File: config.mk
export PLATFORM = sky130hd
export DESIGN_NAME = l2cache_mem_bridge_flat
export DESIGN_NICKNAME = d
export VERILOG_FILES = /design/src/rtl/l2cache_mem_bridge_if.sv /design/src/rtl/l2cache_mem_bridge.sv /design/src/flat_wrapper.sv
export SDC_FILE = /design/constraint.sdc
export NUM_CORES = 1
export LEC_CHECK = 0
export CORE_MARGIN = 4
export CORE_UTILIZATION = 40
export CTS_CLUSTER_SIZE = 30
export DETAILED_ROUTE_END_ITERATION = 8
export DONT_BUFFER_PORTS = 1
export GPL_ROUTABILITY_DRIVEN = 0
export SYNTH_ARGS = -nofsm -noshare
export SYNTH_HDL_FRONTEND = slang
export SYNTH_SLANG_ARGS = --single-unit
File: constraint.sdc
create_clock -name clk -period 4.13 [get_ports clk]
set_clock_uncertainty 0.2 [all_clocks]
set_input_delay 0.826 -clock clk [delete_from_list [all_inputs] [get_ports clk]]
set_output_delay 0.826 -clock clk [all_outputs]
set_load 0.01 [all_outputs]
File: src/rtl/l2cache_mem_bridge_if.sv
// AXI4 master-side bus (AR/R/AW/W/B) between the L2 memory bridge and memory.
// Latency: none, wires only.
// Backpressure: plain AXI valid/ready on every channel.
//   master: the bridge (drives AR/AW/W valids, R/B readies)
//   slave : the memory side (drives readies, R/B payloads)
interface l2cache_mem_bridge_if;
    logic        arvalid;
    logic        arready;
    logic [31:0] araddr;
    logic [7:0]  arlen;
    logic [2:0]  arsize;
    logic [1:0]  arburst;
    logic [3:0]  arid;

    logic        rvalid;
    logic        rready;
    logic [31:0] rdata;
    logic        rlast;
    logic [1:0]  rresp;

    logic        awvalid;
    logic        awready;
    logic [31:0] awaddr;
    logic [7:0]  awlen;
    logic [2:0]  awsize;
    logic [1:0]  awburst;
    logic [3:0]  awid;

    logic        wvalid;
    logic        wready;
    logic [31:0] wdata;
    logic [3:0]  wstrb;
    logic        wlast;

    logic        bvalid;
    logic        bready;
    logic [1:0]  bresp;

    modport master (
        output arvalid, araddr, arlen, arsize, arburst, arid,
        input  arready,
        input  rvalid, rdata, rlast, rresp,
        output rready,
        output awvalid, awaddr, awlen, awsize, awburst, awid,
        input  awready,
        output wvalid, wdata, wstrb, wlast,
        input  wready,
        input  bvalid, bresp,
        output bready
    );

    modport slave (
        input  arvalid, araddr, arlen, arsize, arburst, arid,
        output arready,
        output rvalid, rdata, rlast, rresp,
        input  rready,
        input  awvalid, awaddr, awlen, awsize, awburst, awid,
        output awready,
        input  wvalid, wdata, wstrb, wlast,
        output wready,
        output bvalid, bresp,
        input  bready
    );
endinterface

File: src/rtl/l2cache_mem_bridge.sv
// Converts the L2 req/addrOK/dataOK memory handshake into AXI4 INCR bursts, with a one-entry write buffer.
// Latency: addrOK same cycle as request; read dataOK one cycle after the last R beat (if rdy).
// Backpressure: AXI valids hold until ready; L2 requests held while the write buffer is busy or a RAW hazard exists.
//   Ports: clk, rst (sync, active high); L2 side req_r/req_w/rdy/suc/addr_r/addr_w/wdata/wstrb in,
//   addrOK_r/addrOK_w/dataOK/rdata out; axi = AXI4 master bus.
module l2cache_mem_bridge #(
    parameter int unsigned offset_width = 2,
    parameter logic [3:0]  axi_id       = 4'd0
) (
    input  logic                           clk,
    input  logic                           rst,
    input  logic                           l2cache_mem_req_r,
    input  logic                           l2cache_mem_req_w,
    input  logic                           l2cache_mem_rdy,
    input  logic                           l2cache_mem_suc,
    input  logic [31:0]                    l2cache_mem_addr_r,
    input  logic [31:0]                    l2cache_mem_addr_w,
    input  logic [(32<<offset_width)-1:0]  l2cache_mem_wdata,
    input  logic [3:0]                     l2cache_mem_wstrb,
    output logic                           mem_l2cache_addrOK_r,
    output logic                           mem_l2cache_addrOK_w,
    output logic                           mem_l2cache_dataOK,
    output logic [(32<<offset_width)-1:0]  mem_l2cache_rdata,
    l2cache_mem_bridge_if.master           axi
);
    localparam int unsigned WORDS = 1 << offset_width;
    localparam int unsigned LB    = 2 + offset_width;
    localparam logic [7:0]  LINE_LEN = 8'(WORDS - 1);
    localparam logic [offset_width-1:0] CNT_ONE = offset_width'(1);

    typedef enum logic [1:0] {W_IDLE, W_AW, W_DATA, W_RESP} wstate_t;
    typedef enum logic [1:0] {R_IDLE, R_AR, R_DATA, R_DONE} rstate_t;

    wstate_t wstate;
    rstate_t rstate;

    // write buffer
    logic [31:0]             wb_addr;
    logic [WORDS-1:0][31:0]  wb_line;
    logic [3:0]              wb_strb;
    logic                    wb_suc;
    logic [offset_width-1:0] wcnt;
    logic                    awvalid_q, wvalid_q, bready_q;
    logic                    w_last;

    // read side
    logic [31:0]             rd_addr;
    logic                    rd_suc;
    logic [offset_width-1:0] rcnt;
    logic [WORDS-1:0][31:0]  rd_line, rd_next, rdata_q;
    logic                    arvalid_q, rready_q;

    // RAW hazard: compare against the buffered write, or against a write being
    // captured this very cycle, so the write always lands first in memory order.
    logic        wb_busy, hz_vld, hz_suc, raw_hazard;
    logic [31:2] hz_addr;

    always_comb begin
        wb_busy = (wstate != W_IDLE);
        hz_vld  = wb_busy | l2cache_mem_req_w;
        hz_addr = wb_busy ? wb_addr[31:2] : l2cache_mem_addr_w[31:2];
        hz_suc  = wb_busy ? wb_suc : l2cache_mem_suc;
        // Word granularity only when both sides are single-word; otherwise a
        // line overlap is enough to order the read behind the write.
        if (l2cache_mem_suc && hz_suc)
            raw_hazard = hz_vld && (l2cache_mem_addr_r[31:2] == hz_addr[31:2]);
        else
            raw_hazard = hz_vld && (l2cache_mem_addr_r[31:LB] == hz_addr[31:LB]);
    end

    assign mem_l2cache_addrOK_w = (wstate == W_IDLE) && l2cache_mem_req_w;
    assign mem_l2cache_addrOK_r = (rstate == R_IDLE) && l2cache_mem_req_r && !raw_hazard;
    assign mem_l2cache_dataOK   = (rstate == R_DONE) && l2cache_mem_rdy;
    assign mem_l2cache_rdata    = rdata_q;

    assign w_last = wvalid_q && (wb_suc || (&wcnt));

    // Line being assembled including the beat on the bus; single-word reads
    // clear the rest of the line so only [31:0] carries data.
    always_comb begin
        rd_next = rd_suc ? '0 : rd_line;
        rd_next[rcnt] = axi.rdata;
    end

    // ---------------- write FSM ----------------
    always_ff @(posedge clk) begin
        if (rst) begin
            wstate    <= W_IDLE;
            awvalid_q <= 1'b0;
            wvalid_q  <= 1'b0;
            bready_q  <= 1'b0;
            wcnt      <= '0;
            wb_addr   <= '0;
            wb_line   <= '0;
            wb_strb   <= '0;
            wb_suc    <= 1'b0;
        end else begin
            case (wstate)
                W_IDLE: if (l2cache_mem_req_w) begin
                    wb_addr   <= l2cache_mem_addr_w;
                    wb_line   <= l2cache_mem_wdata;
                    wb_strb   <= l2cache_mem_suc ? l2cache_mem_wstrb : 4'hF;
                    wb_suc    <= l2cache_mem_suc;
                    awvalid_q <= 1'b1;
                    wstate    <= W_AW;
                end
                W_AW: if (axi.awready) begin
                    awvalid_q <= 1'b0;
                    wvalid_q  <= 1'b1;
                    wcnt      <= '0;
                    wstate    <= W_DATA;
                end
                W_DATA: if (axi.wready) begin
                    if (w_last) begin
                        wvalid_q <= 1'b0;
                        bready_q <= 1'b1;
                        wstate   <= W_RESP;
                    end else begin
                        wcnt <= wcnt + CNT_ONE;
                    end
                end
                W_RESP: if (axi.bvalid) begin
                    bready_q <= 1'b0;
                    wstate   <= W_IDLE;
                end
                default: wstate <= W_IDLE;
            endcase
        end
    end

    // ---------------- read FSM ----------------
    always_ff @(posedge clk) begin
        if (rst) begin
            rstate    <= R_IDLE;
            arvalid_q <= 1'b0;
            rready_q  <= 1'b0;
            rcnt      <= '0;
            rd_addr   <= '0;
            rd_suc    <= 1'b0;
            rd_line   <= '0;
            rdata_q   <= '0;
        end else begin
            case (rstate)
                R_IDLE: if (mem_l2cache_addrOK_r) begin
                    rd_addr   <= l2cache_mem_addr_r;
                    rd_suc    <= l2cache_mem_suc;
                    arvalid_q <= 1'b1;
                    rstate    <= R_AR;
                end
                R_AR: if (axi.arready) begin
                    arvalid_q <= 1'b0;
                    rready_q  <= 1'b1;
                    rcnt      <= '0;
                    rstate    <= R_DATA;
                end
                R_DATA: if (axi.rvalid) begin
                    rd_line <= rd_next;
                    if (axi.rlast || rd_suc) begin
                        // Output line only changes here, so it stays stable
                        // through the next read's burst.
                        rdata_q  <= rd_next;
                        rready_q <= 1'b0;
                        rstate   <= R_DONE;
                    end else begin
                        rcnt <= rcnt + CNT_ONE;
                    end
                end
                R_DONE: if (l2cache_mem_rdy) rstate <= R_IDLE;
                default: rstate <= R_IDLE;
            endcase
        end
    end

    // ---------------- AXI drive ----------------
    assign axi.arvalid = arvalid_q;
    assign axi.araddr  = rd_addr;
    assign axi.arlen   = rd_suc ? 8'd0 : LINE_LEN;
    assign axi.arsize  = 3'd2;
    assign axi.arburst = 2'b01;
    assign axi.arid    = axi_id;
    assign axi.rready  = rready_q;

    assign axi.awvalid = awvalid_q;
    assign axi.awaddr  = wb_addr;
    assign axi.awlen   = wb_suc ? 8'd0 : LINE_LEN;
    assign axi.awsize  = 3'd2;
    assign axi.awburst = 2'b01;
    assign axi.awid    = axi_id;

    assign axi.wvalid  = wvalid_q;
    assign axi.wdata   = wb_line[wcnt];
    assign axi.wstrb   = wb_strb;
    assign axi.wlast   = w_last;
    assign axi.bready  = bready_q;
endmodule
File: src/flat_wrapper.sv
// flat-port wrapper written by rule: the top's interface ports become plain ports
module l2cache_mem_bridge_flat 
#(
    parameter int unsigned offset_width = 2,
    parameter logic [3:0]  axi_id       = 4'd0
)
  (clk, rst, l2cache_mem_req_r, l2cache_mem_req_w, l2cache_mem_rdy, l2cache_mem_suc, l2cache_mem_addr_r, l2cache_mem_addr_w, l2cache_mem_wdata, l2cache_mem_wstrb, mem_l2cache_addrOK_r, mem_l2cache_addrOK_w, mem_l2cache_dataOK, mem_l2cache_rdata, axi_arvalid, axi_araddr, axi_arlen, axi_arsize, axi_arburst, axi_arid, axi_arready, axi_rvalid, axi_rdata, axi_rlast, axi_rresp, axi_rready, axi_awvalid, axi_awaddr, axi_awlen, axi_awsize, axi_awburst, axi_awid, axi_awready, axi_wvalid, axi_wdata, axi_wstrb, axi_wlast, axi_wready, axi_bvalid, axi_bresp, axi_bready);
  l2cache_mem_bridge_if axi_i ();
  input  logic clk;
  input  logic rst;
  input  logic l2cache_mem_req_r;
  input  logic l2cache_mem_req_w;
  input  logic l2cache_mem_rdy;
  input  logic l2cache_mem_suc;
  input  logic [31:0] l2cache_mem_addr_r;
  input  logic [31:0] l2cache_mem_addr_w;
  input  logic [(32<<offset_width)-1:0] l2cache_mem_wdata;
  input  logic [3:0] l2cache_mem_wstrb;
  output logic mem_l2cache_addrOK_r;
  output logic mem_l2cache_addrOK_w;
  output logic mem_l2cache_dataOK;
  output logic [(32<<offset_width)-1:0] mem_l2cache_rdata;
  output wire logic [$bits(axi_i.arvalid)-1:0] axi_arvalid;
  output wire logic [$bits(axi_i.araddr)-1:0] axi_araddr;
  output wire logic [$bits(axi_i.arlen)-1:0] axi_arlen;
  output wire logic [$bits(axi_i.arsize)-1:0] axi_arsize;
  output wire logic [$bits(axi_i.arburst)-1:0] axi_arburst;
  output wire logic [$bits(axi_i.arid)-1:0] axi_arid;
  input wire logic [$bits(axi_i.arready)-1:0] axi_arready;
  input wire logic [$bits(axi_i.rvalid)-1:0] axi_rvalid;
  input wire logic [$bits(axi_i.rdata)-1:0] axi_rdata;
  input wire logic [$bits(axi_i.rlast)-1:0] axi_rlast;
  input wire logic [$bits(axi_i.rresp)-1:0] axi_rresp;
  output wire logic [$bits(axi_i.rready)-1:0] axi_rready;
  output wire logic [$bits(axi_i.awvalid)-1:0] axi_awvalid;
  output wire logic [$bits(axi_i.awaddr)-1:0] axi_awaddr;
  output wire logic [$bits(axi_i.awlen)-1:0] axi_awlen;
  output wire logic [$bits(axi_i.awsize)-1:0] axi_awsize;
  output wire logic [$bits(axi_i.awburst)-1:0] axi_awburst;
  output wire logic [$bits(axi_i.awid)-1:0] axi_awid;
  input wire logic [$bits(axi_i.awready)-1:0] axi_awready;
  output wire logic [$bits(axi_i.wvalid)-1:0] axi_wvalid;
  output wire logic [$bits(axi_i.wdata)-1:0] axi_wdata;
  output wire logic [$bits(axi_i.wstrb)-1:0] axi_wstrb;
  output wire logic [$bits(axi_i.wlast)-1:0] axi_wlast;
  input wire logic [$bits(axi_i.wready)-1:0] axi_wready;
  input wire logic [$bits(axi_i.bvalid)-1:0] axi_bvalid;
  input wire logic [$bits(axi_i.bresp)-1:0] axi_bresp;
  output wire logic [$bits(axi_i.bready)-1:0] axi_bready;
  assign axi_arvalid = axi_i.arvalid;
  assign axi_araddr = axi_i.araddr;
  assign axi_arlen = axi_i.arlen;
  assign axi_arsize = axi_i.arsize;
  assign axi_arburst = axi_i.arburst;
  assign axi_arid = axi_i.arid;
  assign axi_i.arready = axi_arready;
  assign axi_i.rvalid = axi_rvalid;
  assign axi_i.rdata = axi_rdata;
  assign axi_i.rlast = axi_rlast;
  assign axi_i.rresp = axi_rresp;
  assign axi_rready = axi_i.rready;
  assign axi_awvalid = axi_i.awvalid;
  assign axi_awaddr = axi_i.awaddr;
  assign axi_awlen = axi_i.awlen;
  assign axi_awsize = axi_i.awsize;
  assign axi_awburst = axi_i.awburst;
  assign axi_awid = axi_i.awid;
  assign axi_i.awready = axi_awready;
  assign axi_wvalid = axi_i.wvalid;
  assign axi_wdata = axi_i.wdata;
  assign axi_wstrb = axi_i.wstrb;
  assign axi_wlast = axi_i.wlast;
  assign axi_i.wready = axi_wready;
  assign axi_i.bvalid = axi_bvalid;
  assign axi_i.bresp = axi_bresp;
  assign axi_bready = axi_i.bready;
  l2cache_mem_bridge #(.offset_width(offset_width), .axi_id(axi_id)) u_core (.clk(clk), .rst(rst), .l2cache_mem_req_r(l2cache_mem_req_r), .l2cache_mem_req_w(l2cache_mem_req_w), .l2cache_mem_rdy(l2cache_mem_rdy), .l2cache_mem_suc(l2cache_mem_suc), .l2cache_mem_addr_r(l2cache_mem_addr_r), .l2cache_mem_addr_w(l2cache_mem_addr_w), .l2cache_mem_wdata(l2cache_mem_wdata), .l2cache_mem_wstrb(l2cache_mem_wstrb), .mem_l2cache_addrOK_r(mem_l2cache_addrOK_r), .mem_l2cache_addrOK_w(mem_l2cache_addrOK_w), .mem_l2cache_dataOK(mem_l2cache_dataOK), .mem_l2cache_rdata(mem_l2cache_rdata), .axi(axi_i));
endmodule
# == Word-level counts from Yosys, hierarchy flattened ==
# Cells that the tools add are included.
# totals
regBits,467
input_bits,244
output_inout_bits,271
word_cells,136
# op_classes
n_addsub,2
n_lt_le_gt_ge,3
n_eq_ne,20
mux,50
n_bitwise,1
n_reduce_logical,34
# op_table
op,count
$bwmux W128,1
$mux W128,1
$bmux W32 S2,1
$demux W32 S2,1
$mux W32,2
$mux W2,18
$eq A30 B30 Y1,1
$mux W30,1
$eq A28 B28 Y1,1
$ne A2 B2 Y1 const B,11
$reduce_and A4 Y1,5
$pmux W2 S4,2
$mux W1,15
$reduce_bool A2 Y1,6
$pmux W1 S2,5
$reduce_and A5 Y1,2
$logic_and A1 B1 Y1,9
$reduce_and A3 Y1,3
$eq A2 B2 Y1 const B,4
$pmux W2 S2,2
$reduce_and A2 Y1,4
$lt A2 B3 Y1 const B,2
$add A2 B1 Y2 const B,2
$eq A2 B1 Y1 const B,2
other kinds (7),9

# == Depth between registers and ports, before layout ==
# Gate-level depths: netlist of run 1.
# depth
depth_word,9
depth_mapped,14

# == Worst setup path after synthesis of run 1 ==
# No wires, ideal clock.
# synth_path
kind,register to output
startpoint,register u_core.wstate[0]
endpoint,output port mem_l2cache_addrOK_r
arrival_ns,2.547
slack_ns,0.557
stages_incl_launch_ff,14
n_path_buf,4
cell_sequence,dfxtp_1 inv_1 ha_1 buf_6 buf_12 mux2i_1 xor2_1 nand4_1 or4_1 o31ai_4 or2_1 buf_6 buf_12 inv_1
# synth_via
elab_chain_len,7
word_cells_on_any_way,12
classes_between,2 x eq/ne; 3 x mux; 1 x bitwise; 6 x reduce/logical
# synth_lines
item,line,text
from (decl),l2cache_mem_bridge.sv:34,wstate_t wstate;
from (signal assigned),l2cache_mem_bridge.sv:88,wstate <= W_IDLE;
from (signal assigned),l2cache_mem_bridge.sv:105,wstate <= W_AW;
from (signal assigned),l2cache_mem_bridge.sv:111,wstate <= W_DATA;
$reduce_bool A2 Y1 *,l2cache_mem_bridge.sv:59,wb_busy = (wstate != W_IDLE);
$mux W30,l2cache_mem_bridge.sv:61,hz_addr = wb_busy ? wb_addr[31:2] : l2cache_mem_addr_w[31:2];
$eq A30 B30 Y1 / $eq A28 B28 Y1 (equally long branches),"l2cache_mem_bridge.sv:66, l2cache_mem_bridge.sv:68",
$logic_and A1 B1 Y1 (on tied branches),"l2cache_mem_bridge.sv:66, l2cache_mem_bridge.sv:68",
$mux W1 *,l2cache_mem_bridge.sv:65,if (l2cache_mem_suc && hz_suc)
$logic_not A1 Y1 *,l2cache_mem_bridge.sv:72,assign mem_l2cache_addrOK_r = (rstate == R_IDLE) && l2cache_mem_req_r && !raw_hazard;
$logic_and A1 B1 Y1 *,l2cache_mem_bridge.sv:72,
to (decl),flat_wrapper.sv:19,output logic mem_l2cache_addrOK_r;
# Every way passes the cells marked *; elsewhere a longest branch is shown, timed or not.

# == Worst setup path after layout of run 1 ==
# layout_path
startpoint,register u_core.wstate[1]
endpoint,output port mem_l2cache_addrOK_r
# The elaborated chain is that of the path after synthesis.

==> results of run 1 <==
-- worst paths after layout --
check                                        from                                 end  slack, ns  cells after the start
hold / removal             l2cache_mem_wdata[119]    u_core.wb_line[119]$_SDFFE_PP0P_       0.17                      2
setup reg to reg    u_core.wstate[1]$_SDFFE_PP0P_  u_core.axi.araddr[28]$_SDFFE_PP0P_       0.66                     10
hold reg to reg   u_core.wb_line[89]$_SDFFE_PP0P_     u_core.wb_line[89]$_SDFFE_PP0P_       0.25                      2
setup / recovery    u_core.wstate[1]$_SDFFE_PP0P_                mem_l2cache_addrOK_r       0.08                      9
-- synth_stat cells, types with 2 or more instances --
library cell               instances  area share (%)
sky130_fd_sc_hd__nor2_1          275             5.2
sky130_fd_sc_hd__buf_12            5            0.51
sky130_fd_sc_hd__dfxtp_1         467              47
sky130_fd_sc_hd__clkbuf_1        175             3.3
sky130_fd_sc_hd__buf_4            32             1.2
sky130_fd_sc_hd__nor3b_1         132             5.0
sky130_fd_sc_hd__ha_1             13            0.82
sky130_fd_sc_hd__o21ai_0          10            0.25
sky130_fd_sc_hd__o22ai_1           3           0.095
sky130_fd_sc_hd__nand2b_1         68             2.2
sky130_fd_sc_hd__a21boi_0          2           0.076
sky130_fd_sc_hd__nand2_1         328             6.2
sky130_fd_sc_hd__nand4_1           4            0.13
sky130_fd_sc_hd__and2_1            3           0.095
sky130_fd_sc_hd__buf_6             3            0.17
sky130_fd_sc_hd__inv_1            16            0.30
sky130_fd_sc_hd__nor4_1            4            0.13
sky130_fd_sc_hd__a21oi_1         299             7.6
sky130_fd_sc_hd__nor2b_1           3           0.095
sky130_fd_sc_hd__mux2i_1          60             3.0
sky130_fd_sc_hd__a31oi_1           3           0.095
sky130_fd_sc_hd__conb_1            2           0.038
sky130_fd_sc_hd__nand3_1           3           0.076
sky130_fd_sc_hd__a211oi_1        259             9.8
sky130_fd_sc_hd__xnor2_1          15            0.66
sky130_fd_sc_hd__buf_1            27            0.51
sky130_fd_sc_hd__xor2_1           16            0.71
sky130_fd_sc_hd__mux4_2           32             3.6
sky130_fd_sc_hd__nor3_1            5            0.13
-- through the flow --
| stage | setup TNS [ns] | instances |
|---|---|---|
| global placement | 0 | 2746 |
| floorplan | 0 | 2305 |
| detailed placement | 0 | 2746 |
| global route | -0.0411 | 2852 |
| finish | 0 | 2856 |
| CTS | 0 | 2843 |
-- cells by family after synthesis --
| family | Yosys count |
|---|---|
| fa+ha+maj | 13 |
| mux | 92 |
| simple gates | 830 |
| flops | 467 |
| xor+xnor | 31 |
| other cells | 2 |
| compound gates | 584 |
| buf+inv | 258 |
-- power by group --
group	internal [mW]	switching [mW]
Sequential	5.25	0.649
Clock	2.86	1.92
Combinational	1.37	1.87
-- layout make-up --
cell class / instances / area share (%)
clock inverter: 18 / 1.12
inverter: 16 / 0.297
tap: 664 / 3.80
antenna: 4 / 0.0458
timing repair buffer: 31 / 1.68
multi-input combinational: 1580 / 43.2
sequential: 467 / 42.8
clock buffer: 76 / 7.09
-- critical path: stages (launching register included) --
cell and delay, ns:
sky130_fd_sc_hd__dfxtp_2 0.32, sky130_fd_sc_hd__inv_2 0.08, sky130_fd_sc_hd__ha_4 0.26, sky130_fd_sc_hd__mux2i_1 0.26
sky130_fd_sc_hd__xor2_1 0.33, sky130_fd_sc_hd__nand4_1 0.13, sky130_fd_sc_hd__or4_4 0.55, sky130_fd_sc_hd__o31ai_4 0.29
sky130_fd_sc_hd__or2_4 0.17, sky130_fd_sc_hd__inv_2 0.04
-- cells in the final DEF, fill, tap and decap left out, types with 4 or more instances in the layout --
| master | count |
|---|---|
| sky130_fd_sc_hd__nor3b_1 | 132 |
| sky130_fd_sc_hd__clkbuf_1 | 7 |
| sky130_fd_sc_hd__clkbuf_16 | 52 |
| sky130_fd_sc_hd__bufinv_16 | 4 |
| sky130_fd_sc_hd__mux4_2 | 32 |
| sky130_fd_sc_hd__buf_12 | 7 |
| sky130_fd_sc_hd__o21ai_0 | 10 |
| sky130_fd_sc_hd__nand2b_1 | 68 |
| sky130_fd_sc_hd__xor2_1 | 15 |
| sky130_fd_sc_hd__nor2_1 | 275 |
| sky130_fd_sc_hd__ha_2 | 4 |
| sky130_fd_sc_hd__clkbuf_8 | 18 |
| sky130_fd_sc_hd__nor3_1 | 5 |
| sky130_fd_sc_hd__diode_2 | 4 |
| sky130_fd_sc_hd__conb_1 | 30 |
| sky130_fd_sc_hd__mux2i_1 | 54 |
| sky130_fd_sc_hd__nand2_1 | 327 |
| sky130_fd_sc_hd__clkinv_2 | 7 |
| sky130_fd_sc_hd__buf_4 | 21 |
| sky130_fd_sc_hd__dfxtp_1 | 463 |
| sky130_fd_sc_hd__xnor2_1 | 15 |
| sky130_fd_sc_hd__a21oi_1 | 299 |
| sky130_fd_sc_hd__inv_1 | 12 |
| sky130_fd_sc_hd__ha_1 | 8 |
| sky130_fd_sc_hd__nand4_1 | 4 |
| sky130_fd_sc_hd__a211oi_1 | 259 |
-- registers in the layout, indices dropped and copies added (netlist names) --
name	count
u_core.axi.araddr	32
u_core.rd_suc	1
u_core.wcnt	2
u_core.axi.awvalid	1
u_core.rcnt	2
u_core.axi.wvalid	1
u_core.wstate	2
u_core.mem_l2cache_rdata	128
u_core.axi.rready	1
u_core.wb_line	128
u_core.axi.wstrb	4
u_core.rd_line	128
u_core.wb_suc	1
u_core.axi.bready	1
u_core.axi.awaddr	32
u_core.rstate	2
u_core.axi.arvalid	1
-- routing by layer --
metal / GRT usage, % / up-vias / wire length, um
met3: 8.39 / 122 / 6130
met1: 26.0 / 7318 / 23600
li1: - / 7580 / -
met4: 9.38 / 0 / 2720
met5: 0 / - / 0
met2: 35.1 / 540 / 28700
-- repair_timing --
action | in CTS | in global routing
gates resized for setup | 9 | 14
gates cloned | 1 | 1
setup endpoints to repair | 1 | 1
pin swaps | 2 | 10
buffers inserted | 2 | 8
==> qor.json, run 1 <==
{
  "run_status": "complete, no violations",
  "fillerInstances": 4773,
  "timing.critical_path.arrival_ns": 3.02,
  "sequential_element_share_of_the_synthesized_area_pct": 47.3,
  "area_of_the_multi_input_gates_sq_um": 9450,
  "ys_async_sr_fraction_pct": 0,
  "final_core_occ_pct": 44.7,
  "floorplan.die.height_um": 230,
  "netlist-cell-type-count": 42,
  "grt_pass1_wl_um": 91200,
  "clock-root-buffer": "sky130_fd_sc_hd__clkbuf_16",
  "vias_per_cell": 5.45,
  "ys_warn_count": 0,
  "clock-sinks": 467,
  "synth_ff_type": "sky130_fd_sc_hd__dfxtp_1",
  "initial_core_util_pct": 40.4,
  "fp.dieArea_sq_um": 53100,
  "count_of_input_and_output_buffers": 0,
  "layout.nets": 2403,
  "post_dp_cell_area_sq_um": 19800,
  "maximum_number_of_pins_on_one_net_before_global_route_repair": 504,
  "synthSimpleGateAreaFrac_pct": 19.4,
  "boundaryPins": 515,
  "grt_setup_unrepaired": "true",
  "worst_slack_ns": 0.0845,
  "grt_overflow": 0,
  "synth_top_family_by_area": "simple AND/OR/NAND/NOR gates",
  "design_power_total_mw": 13.9,
  "finalMaxSlewViolations": 0,
  "vias": 15560,
  "postSynthCellCount": 2277,
  "finalHoldViolations": 0,
  "maximum_fanout_encountered_on_the_critical_timing_path": 7,
  "detail_route.drc_violations": 0,
  "setup.worst_path.class": "flop to primary output",
  "h-tree-depth": 2,
  "final_layout_size_suffix_gt1_share_pct": 8.23,
  "timing.critical_path.to_type": "primary output",
  "cts-root-to-sink-buffers": 3,
  "syn_avg_cell_area_sq_um": 8.68,
  "worstMarginPinSlew_ns": 1.13,
  "die_width_um": 230,
  "p_leak_nw": 7.39,
  "max_cap_viol_count": 0,
  "dp_hpwl_um": 41600,
  "fp.coreArea_sq_um": 49000,
  "layout.area.seq_sq_um": 9360,
  "dr.first_iter.drc_count": 1236,
  "hold_class": "input pin to flop",
  "max-vdd-ir-drop_uv": 336,
  "groute.usage.overall_pct": 21.8,
  "setup_viol_count_final": 0,
  "clk_latency_ns": 0.60,
  "drt-pass1-iter-count": 5,
  "fmax_mhz": 247,
  "detailedPlace.worstSlack_ns": 0.372,
  "ys_seq_elements": 467,
  "fin_crit_sh_pct": 98.0,
  "cts_hold_buffers": 0,
  "drt-wirelength-per-cell_um": 21.4,
  "tritoncts.num_buffers": 50,
  "timing.slew.headroom_pct": 24.8,
  "final_design_area_no_fill_sq_um": 21900,
  "tritoncts": "done",
  "std_cell_rows": 81,
  "syn2layout_area_growth_pct": 10.6,
  "muxShareOfSynthArea_pct": 6.68,
  "critPathRequiredTime_ns": 3.10,
  "holdWs_ns": 0.174,
  "synth-compound-area-share_pct": 18.3,
  "synth.cell_area_sq_um": 19800,
  "synth_enable_flop_cells": 0,
  "setup_crit_start_kind": "flop",
  "totalWireLength_um": 61100,
  "ant_nets": 0,
  "time_the_worst_path_needs_with_i_o_delays_and_setup_ns": 4.05,
  "first_global_vias": 14714,
  "number_of_antenna_violations_at_the_first_check_in_global_routing": 1,
  "clkSlewWorstSetupHoldPaths_ns": 0.06,
  "yosys.area_share.adder_pct": 0.823,
  "power_density_nw_per_um2": 636,
  "synthXorXnorAreaFrac_pct": 1.37
}
Note: power is estimated with default switching activity, not from simulation.
==> run 2, diff against run 1 <==
- CORE_MARGIN: 4 -> 5
- CTS_CLUSTER_DIAMETER: unset -> 40
==> run 2 against run 1 <==
Against the previous run:
- first-iteration DRC count grew 0.73%
- utilization is 1.5 points higher
- combinational power decreased by 5%
- via count grew 0.93%
- sequential power is essentially flat
- critical path depth increased by 1
- non-clock buffer count is 3 lower
- fmax grew 0.22%
- critical endpoint unchanged
==> qor.json, run 2 (synthesis gave the netlist of run 1 again) <==
{
  "run_status": {"value": "complete, no violations", "change": "unchanged"},
  "p_leak": {"value": 7.76, "unit": "nW", "change": "was 7.39 nW"},
  "tritoncts": {"value": "done", "change": "unchanged"},
  "clock_power_share": {"value": 41.7, "unit": "%", "change": "was 34.4%"},
  "initial_core_util": {"value": 40.4, "unit": "%", "change": "unchanged"},
  "syn2layout_area_growth": {"value": 14.3, "unit": "%", "change": "was 10.6%"},
  "whs_path_depth": {"value": 2, "change": "unchanged"},
  "fmax": {"value": 248, "unit": "MHz", "change": "was 247 MHz"},
  "clk_latency": {"value": 0.59, "unit": "ns", "change": "was 0.60 ns"},
  "tritoncts.num_buffers": {"value": 74, "change": "was 50"},
  "cts_hold_buffers": {"value": 0, "change": "unchanged"},
  "floorplan.die.height": {"value": 232, "unit": "um", "change": "was 230 um"},
  "boundaryPins": {"value": 515, "change": "unchanged"},
  "count_of_input_and_output_buffers": {"value": 0, "change": "unchanged"},
  "final_layout_size_suffix_gt1_share": {"value": 9.53, "unit": "%", "change": "was 8.23%"},
  "setup_crit_start_kind": {"value": "flop", "change": "unchanged"},
  "vias_per_cell": {"value": 5.44, "change": "was 5.45"},
  "vias": {"value": 15705, "change": "was 15560"},
  "std_cell_rows": {"value": 81, "change": "unchanged"},
  "dr.first_iter.drc_count": {"value": 1245, "change": "was 1236"},
  "antenna_cells": {"value": 0, "change": "was 4"},
  "number_of_antenna_violations_at_the_first_check_in_global_routing": {"value": 1, "change": "unchanged"},
  "holdWs": {"value": 0.164, "unit": "ns", "change": "was 0.174 ns"},
  "netSwitchingPower": {"value": 4.83, "unit": "mW", "change": "was 4.44 mW"},
  "timing.critical_path.to_type": {"value": "primary output", "change": "unchanged"},
  "ant_nets": {"value": 0, "change": "unchanged"},
  "drt-wirelength-per-cell": {"value": 21.5, "unit": "um", "change": "was 21.4 um"},
  "reg2regPathDepth": {"value": 11, "change": "was 10"},
  "timing.slew.headroom": {"value": 20.1, "unit": "%", "change": "was 24.8%"},
  "p_seq_share": {"value": 38.4, "unit": "%", "change": "was 42.4%"},
  "layout_common_cells": {"value": "sky130_fd_sc_hd__dfxtp_1, sky130_fd_sc_hd__nand2_1, sky130_fd_sc_hd__a21oi_1", "change": "unchanged"},
  "clkSlewWorstSetupHoldPaths": {"value": 0.05, "unit": "ns", "change": "was 0.06 ns"},
  "cellInternalPower": {"value": 10.6, "unit": "mW", "change": "was 9.48 mW"},
  "drt-pass1-iter-count": {"value": 7, "change": "was 5"},
  "fin_crit_sh": {"value": 97.7, "unit": "%", "change": "was 98.0%"},
  "grt_pass1_wl": {"value": 90900, "unit": "um", "change": "was 91200 um"},
  "time_the_worst_path_needs_with_i_o_delays_and_setup": {"value": 4.04, "unit": "ns", "change": "was 4.05 ns"},
  "layout.nets": {"value": 2424, "change": "was 2403"},
  "groute.usage.overall": {"value": 21.5, "unit": "%", "change": "was 21.8%"},
  "die_width": {"value": 232, "unit": "um", "change": "was 230 um"},
  "h-tree-depth": {"value": 3, "change": "was 2"},
  "cts-root-to-sink-buffers": {"value": 3, "change": "unchanged"},
  "power_density": {"value": 682, "unit": "nW/um^2", "change": "was 636 nW/um^2"},
  "layout.cells.most_common": {"value": "sky130_fd_sc_hd__dfxtp_1", "change": "unchanged"},
  "fillerInstances": {"value": 4694, "change": "was 4773"},
  "max_cap_viol_count": {"value": 0, "change": "unchanged"},
  "timing.critical_path.arrival": {"value": 3.01, "unit": "ns", "change": "was 3.02 ns"},
  "share_comb_of_total_power": {"value": 19.9, "unit": "%", "change": "was 23.3%"},
  "clock-root-buffer": {"value": "sky130_fd_sc_hd__clkbuf_16", "change": "unchanged"},
  "setup.worst_path.class": {"value": "flop to primary output", "change": "unchanged"},
  "detail_route.drc_violations": {"value": 0, "change": "unchanged"},
  "power.share.switching": {"value": 31.3, "unit": "%", "change": "was 31.9%"},
  "dp_hpwl": {"value": 42400, "unit": "um", "change": "was 41600 um"},
  "worstMarginPinSlew": {"value": 1.20, "unit": "ns", "change": "was 1.13 ns"},
  "hold_class": {"value": "input pin to flop", "change": "unchanged"},
  "first_global_vias": {"value": 14964, "change": "was 14714"},
  "maximum_fanout_encountered_on_the_critical_timing_path": {"value": 7, "change": "unchanged"},
  "totalWireLength": {"value": 62000, "unit": "um", "change": "was 61100 um"},
  "setup_viol_count_final": {"value": 0, "change": "unchanged"},
  "finalMaxSlewViolations": {"value": 0, "change": "unchanged"},
  "grt_setup_unrepaired": {"value": "false", "change": "was true"},
  "fp.coreArea": {"value": 49000, "unit": "sq um", "change": "unchanged"},
  "max-vdd-ir-drop": {"value": 341, "unit": "uV", "change": "was 336 uV"},
  "critPathRequiredTime": {"value": 3.10, "unit": "ns", "change": "about the same"},
  "maximum_number_of_pins_on_one_net_before_global_route_repair": {"value": 504, "change": "unchanged"},
  "final_core_occ": {"value": 46.2, "unit": "%", "change": "was 44.7%"},
  "grt_overflow": {"value": 0, "change": "unchanged"},
  "totalNegativeSetupSlack": {"value": 0, "unit": "ns", "change": "unchanged"},
  "clock-sinks": {"value": 467, "change": "unchanged"},
  "fp.dieArea": {"value": 54000, "unit": "sq um", "change": "was 53100 sq um"},
  "finalHoldViolations": {"value": 0, "change": "unchanged"}
}
## run 2: layout make-up
cell class / count / area, sq um / area share [%]
Clock buffer: 87 / 2020 / 8.95
Clock inverter: 47 / 591 / 2.61
Inverter: 16 / 62.6 / 0.277
Multi-Input combinational cell: 1580 / 9400 / 41.6
Sequential cell: 467 / 9350 / 41.4
Tap cell: 664 / 831 / 3.68
Timing Repair Buffer: 28 / 348 / 1.54
## run 2: power by group through the flow
stage,registers [mW],clock network [mW],logic [mW]
floorplan,5.76,0,2.57
global placement,5.98,0,2.85
detailed placement,6.02,0,2.92
CTS,5.93,6.55,3.01
global route,6.01,6.76,3.40
finish,5.93,6.43,3.07
## run 2: worst max-delay path, cell delays in order, from the launching register on
cell,delay [ns]
sky130_fd_sc_hd__dfxtp_1,0.34
sky130_fd_sc_hd__inv_1,0.12
sky130_fd_sc_hd__ha_4,0.24
sky130_fd_sc_hd__buf_12,0.13
sky130_fd_sc_hd__mux2i_1,0.20
sky130_fd_sc_hd__xor2_1,0.29
sky130_fd_sc_hd__nand4_1,0.17
sky130_fd_sc_hd__or4_4,0.52
sky130_fd_sc_hd__o31ai_4,0.19
sky130_fd_sc_hd__or2_2,0.16
sky130_fd_sc_hd__inv_1,0.07
## run 2: final timing paths
path,slack (ns),endpoint,start
worst max-delay path,0.09,mem_l2cache_addrOK_r,u_core.wstate[0]$_SDFFE_PP0P_
worst min-delay path,0.16,u_core.wb_line[46]$_SDFFE_PP0P_,l2cache_mem_wdata[46]
worst max register to register,0.68,u_core.axi.araddr[22]$_SDFFE_PP0P_,u_core.wstate[0]$_SDFFE_PP0P_
worst min register to register,0.25,u_core.wb_line[126]$_SDFFE_PP0P_,u_core.wb_line[126]$_SDFFE_PP0P_
## run 2: timing repair
action,CTS,global route
setup endpoints to repair,1,1
resized for setup,1,5
buffers inserted,0,2
cloned,1,0
pin swaps,0,2
hold endpoints to repair,0,0
## run 2: metal layers
metal | routed length, um | track usage [%] | vias up
met3 | 6860 | 9.15 | 137
li1 | - | - | 7649
met2 | 29000 | 34.8 | 555
met1 | 23200 | 24.5 | 7362
met5 | 13 | 0 | -
met4 | 2910 | 10.8 | 2
## run 2: through the flow
| stage | instances | total power [mW] | setup WS (ns) | instance area [sq um] |
|---|---|---|---|---|
| after global routing | 2889 | 16.2 | 0.0136 | 22600 |
| final | 2889 | 15.4 | 0.0932 | 22600 |
| after detailed placement | 2752 | 8.95 | 0.536 | 19900 |
| after floorplan | 2305 | 8.33 | 0.557 | 19900 |
| after CTS | 2887 | 15.5 | 0.0319 | 22600 |
| after global placement | 2752 | 8.83 | 0.541 | 19900 |
==> run 3, diff against run 2 <==
- clock period: 4.13 -> 4.1 ns (I/O delays scaled with it)
==> run 3 against run 2 <==
Against the previous run:
- final cell count is 0.35% higher
- critical path depth stayed put
- register-to-register slack worse by 0.05 ns
- largest power group unchanged
- final area is 0.37% lower
- clock-buffer cell count is 9 higher
- global-route usage is 0.099 points higher
- die area stayed put
- largest cell class unchanged
- clock power is 2% lower
- power is 0.28% lower
- worst hold slack worse by 0.012 ns
==> qor.json, run 3 (synthesis gave the netlist of run 1 again) <==
{
  "std_cell_rows": {"value": 81, "change": "unchanged"},
  "drt-wirelength-per-cell": {"value": 21.4, "unit": "um", "change": "was 21.5 um"},
  "reg2regPathDepth": {"value": 11, "change": "unchanged"},
  "totalWireLength": {"value": 62000, "unit": "um", "change": "about the same"},
  "ant_nets": {"value": 0, "change": "unchanged"},
  "timing.critical_path.arrival": {"value": 3.04, "unit": "ns", "change": "was 3.01 ns"},
  "clock-sinks": {"value": 467, "change": "unchanged"},
  "grt_pass1_wl": {"value": 91100, "unit": "um", "change": "was 90900 um"},
  "met2_length": {"value": 28800, "unit": "um", "change": "was 29000 um"},
  "h-tree-depth": {"value": 3, "change": "unchanged"},
  "setup_viol_count_final": {"value": 0, "change": "unchanged"},
  "finalMaxSlewViolations": {"value": 0, "change": "unchanged"},
  "finalHoldViolations": {"value": 0, "change": "unchanged"},
  "number_of_antenna_violations_at_the_first_check_in_global_routing": {"value": 0, "change": "was 1"},
  "wirelength_met1": {"value": 23400, "unit": "um", "change": "was 23200 um"},
  "netSwitchingPower": {"value": 4.86, "unit": "mW", "change": "was 4.83 mW"},
  "fp.coreArea": {"value": 49000, "unit": "sq um", "change": "unchanged"},
  "max_cap_viol_count": {"value": 0, "change": "unchanged"},
  "power_density": {"value": 683, "unit": "nW/um^2", "change": "was 682 nW/um^2"},
  "fin_crit_sh_pct": 99.0,
  "worst_slack": {"value": 0.0416, "unit": "ns", "change": "was 0.0932 ns"},
  "fillerInstances": {"value": 4690, "change": "was 4694"},
  "time_the_worst_path_needs_with_i_o_delays_and_setup_ns": 4.06,
  "setup.worst_path.end": {"value": "mem_l2cache_addrOK_r", "change": "unchanged"},
  "timing.critical_path.to_type": {"value": "primary output", "change": "unchanged"},
  "grt_overflow": {"value": 0, "change": "unchanged"},
  "drt-pass1-iter-count": {"value": 7, "change": "unchanged"},
  "hold_class": {"value": "input pin to flop", "change": "unchanged"},
  "timing.slew.headroom": {"value": 30.4, "unit": "%", "change": "was 20.1%"},
  "p_leak": {"value": 7.72, "unit": "nW", "change": "was 7.76 nW"},
  "cts_hold_buffers": {"value": 0, "change": "unchanged"},
  "maximum_fanout_encountered_on_the_critical_timing_path": {"value": 7, "change": "unchanged"},
  "worst_path_largest_cell_delay": {"value": 0.54, "unit": "ns", "change": "was 0.52 ns"},
  "r2r_setup_slack": {"value": 0.63, "unit": "ns", "change": "was 0.68 ns"},
  "critPathRequiredTime": {"value": 3.08, "unit": "ns", "change": "was 3.10 ns"},
  "crit_path_start": {"value": "u_core.wstate[0]$_SDFFE_PP0P_", "change": "unchanged"},
  "design_power_total": {"value": 15.4, "unit": "mW", "change": "about the same"},
  "first_global_vias": {"value": 15142, "change": "was 14964"},
  "fp.dieArea": {"value": 54000, "unit": "sq um", "change": "unchanged"},
  "clkSlewWorstSetupHoldPaths": {"value": 0.05, "unit": "ns", "change": "about the same"},
  "syn2layout_area_growth": {"value": 13.9, "unit": "%", "change": "was 14.3%"},
  "power.share.switching": {"value": 31.6, "unit": "%", "change": "was 31.3%"},
  "setup_crit_start_kind": {"value": "flop", "change": "unchanged"},
  "tritoncts": {"value": "done", "change": "unchanged"},
  "layout.nets": {"value": 2429, "change": "was 2424"},
  "count_of_input_and_output_buffers": {"value": 0, "change": "unchanged"},
  "vias_per_cell": {"value": 5.46, "change": "was 5.44"},
  "timing.critical_path.slowest_stage_cell": {"value": "sky130_fd_sc_hd__or4_4", "change": "unchanged"},
  "totalNegativeSetupSlack": {"value": 0, "unit": "ns", "change": "unchanged"},
  "detail_route.drc_violations": {"value": 0, "change": "unchanged"},
  "boundaryPins": {"value": 515, "change": "unchanged"},
  "dp_hpwl": {"value": 42200, "unit": "um", "change": "was 42400 um"},
  "clock_power_share": {"value": 40.9, "unit": "%", "change": "was 41.7%"},
  "final_layout_size_suffix_gt1_share": {"value": 9.40, "unit": "%", "change": "was 9.53%"},
  "dr.first_iter.drc_count": {"value": 1159, "change": "was 1245"},
  "maximum_number_of_pins_on_one_net_before_global_route_repair": {"value": 504, "change": "unchanged"},
  "layout_common_cells": {"value": "sky130_fd_sc_hd__dfxtp_1, sky130_fd_sc_hd__nand2_1, sky130_fd_sc_hd__a21oi_1", "change": "unchanged"},
  "floorplan.die.height": {"value": 232, "unit": "um", "change": "unchanged"},
  "placed_cells": {"value": 2750, "change": "was 2752"},
  "cellInternalPower": {"value": 10.5, "unit": "mW", "change": "was 10.6 mW"},
  "wl_met3": {"value": 6660, "unit": "um", "change": "was 6860 um"},
  "p_seq_share": {"value": 38.9, "unit": "%", "change": "was 38.4%"},
  "top_delay_family_on_crit_path": {"value": "simple AND/OR/NAND/NOR gates", "change": "unchanged"},
  "clock-root-buffer": {"value": "sky130_fd_sc_hd__clkbuf_16", "change": "unchanged"},
  "worstMarginPinSlew": {"value": 1.04, "unit": "ns", "change": "was 1.20 ns"},
  "max-vdd-ir-drop": {"value": 298, "unit": "uV", "change": "was 341 uV"},
  "setup.worst_path.class": {"value": "flop to primary output", "change": "unchanged"},
  "vias": {"value": 15839, "change": "was 15705"},
  "share_comb_of_total_power": {"value": 20.2, "unit": "%", "change": "was 19.9%"},
  "timing.critical_path.depth": {"value": 10, "change": "unchanged"},
  "path_cells": {"value": "inv_2 > ha_4 > buf_4 > mux2i_1 > xor2_1 > nand4_1 > or4_4 > o31ai_4 > or2_4 > inv_1", "change": "was inv_1 > ha_4 > buf_12 > mux2i_1 > xor2_1 > nand4_1 > or4_4 > o31ai_4 > or2_2 > inv_1"},
  "tritoncts.num_buffers": {"value": 77, "change": "was 74"},
  "layout.cells.most_common": {"value": "sky130_fd_sc_hd__dfxtp_1", "change": "unchanged"},
  "finalNonFillerCells": {"value": 2899, "change": "was 2889"},
  "groute.usage.overall": {"value": 21.6, "unit": "%", "change": "was 21.5%"},
  "initial_core_util": {"value": 40.4, "unit": "%", "change": "unchanged"},
  "critical_path.reg2reg.startpoint": {"value": "u_core.wstate[0]$_SDFFE_PP0P_", "change": "unchanged"},
  "detailedPlace.worstSlack": {"value": 0.465, "unit": "ns", "change": "was 0.536 ns"},
  "path_buf_inv": {"value": 3, "change": "unchanged"},
  "cts-root-to-sink-buffers": {"value": 3, "change": "unchanged"},
  "worstReg2RegEnd": {"value": "u_core.axi.araddr[16]$_SDFFE_PP0P_", "change": "was u_core.axi.araddr[22]$_SDFFE_PP0P_"},
  "holdWs": {"value": 0.152, "unit": "ns", "change": "was 0.164 ns"},
  "top_layer_used": {"value": "met4", "change": "was met5"},
  "fmax_mhz": 246,
  "die_width": {"value": 232, "unit": "um", "change": "unchanged"},
  "run_status": {"value": "complete, no violations", "change": "unchanged"},
  "clk_latency": {"value": 0.61, "unit": "ns", "change": "was 0.59 ns"}
}
run 3: changes by cell type in the layout (fill, tap and decap cells not counted), sizes merged:
cell and delta:
clkbuf +9, bufinv -4, clkinv +4, buf +2, clkinvlp -2, diode +2, inv -1
run 3: worst min-delay path by stage:
stage / to / start / cells after the start
after floorplan: u_core.wb_line[64]$_SDFFE_PP0P_ / u_core.wb_line[64]$_SDFFE_PP0P_ / 2
after global placement: u_core.wb_line[39]$_SDFFE_PP0P_ / u_core.wb_line[39]$_SDFFE_PP0P_ / 2
after detailed placement: u_core.wb_line[103]$_SDFFE_PP0P_ / u_core.wb_line[103]$_SDFFE_PP0P_ / 2
after CTS: u_core.axi.awaddr[1]$_SDFFE_PP0P_ / rst / 1
after global routing: u_core.wb_line[73]$_SDFFE_PP0P_ / l2cache_mem_wdata[73] / 2
final: u_core.wb_line[1]$_SDFFE_PP0P_ / l2cache_mem_wdata[1] / 2
run 3: per-layer routing:
layer  track usage, %  vias up
li1                 -     7668
met1             24.8     7463
met2             34.3      566
met3             8.80      142
met4             12.3        0
met5                0        -
run 3: stage by stage:
stage	utilization, %	cell area, sq um
detailed placement	40.6	19900
global route	46.0	22500
finish	46.0	22500
global placement	40.6	19900
CTS	45.9	22500
floorplan	-	19900
run 3: timing repair:
action,in CTS,in global routing
pin swaps,2,5
endpoints found under the setup margin,1,1
gates cloned,1,0
resized for setup,4,3
buffers inserted,3,3
run 3: final cells by class:
type                       count  area, sq um  share of cell area (%)
clock buffer                  96         2090                    9.29
multi-input combinational   1580         9390                    41.7
tap                          664          831                    3.69
antenna                        2         5.00                  0.0222
clock inverter                44          462                    2.05
timing repair buffer          30          325                    1.44
inverter                      16         62.6                   0.278
sequential                   467         9350                    41.5
run 3: power groups by stage:
stage | Sequential [mW] | Clock (mW) | Combinational, mW
floorplan | 5.80 | 0 | 2.59
global placement | 6.03 | 0 | 2.84
detailed placement | 6.06 | 0 | 2.93
CTS | 5.97 | 6.43 | 3.08
global route | 6.06 | 6.67 | 3.45
finish | 5.98 | 6.29 | 3.11
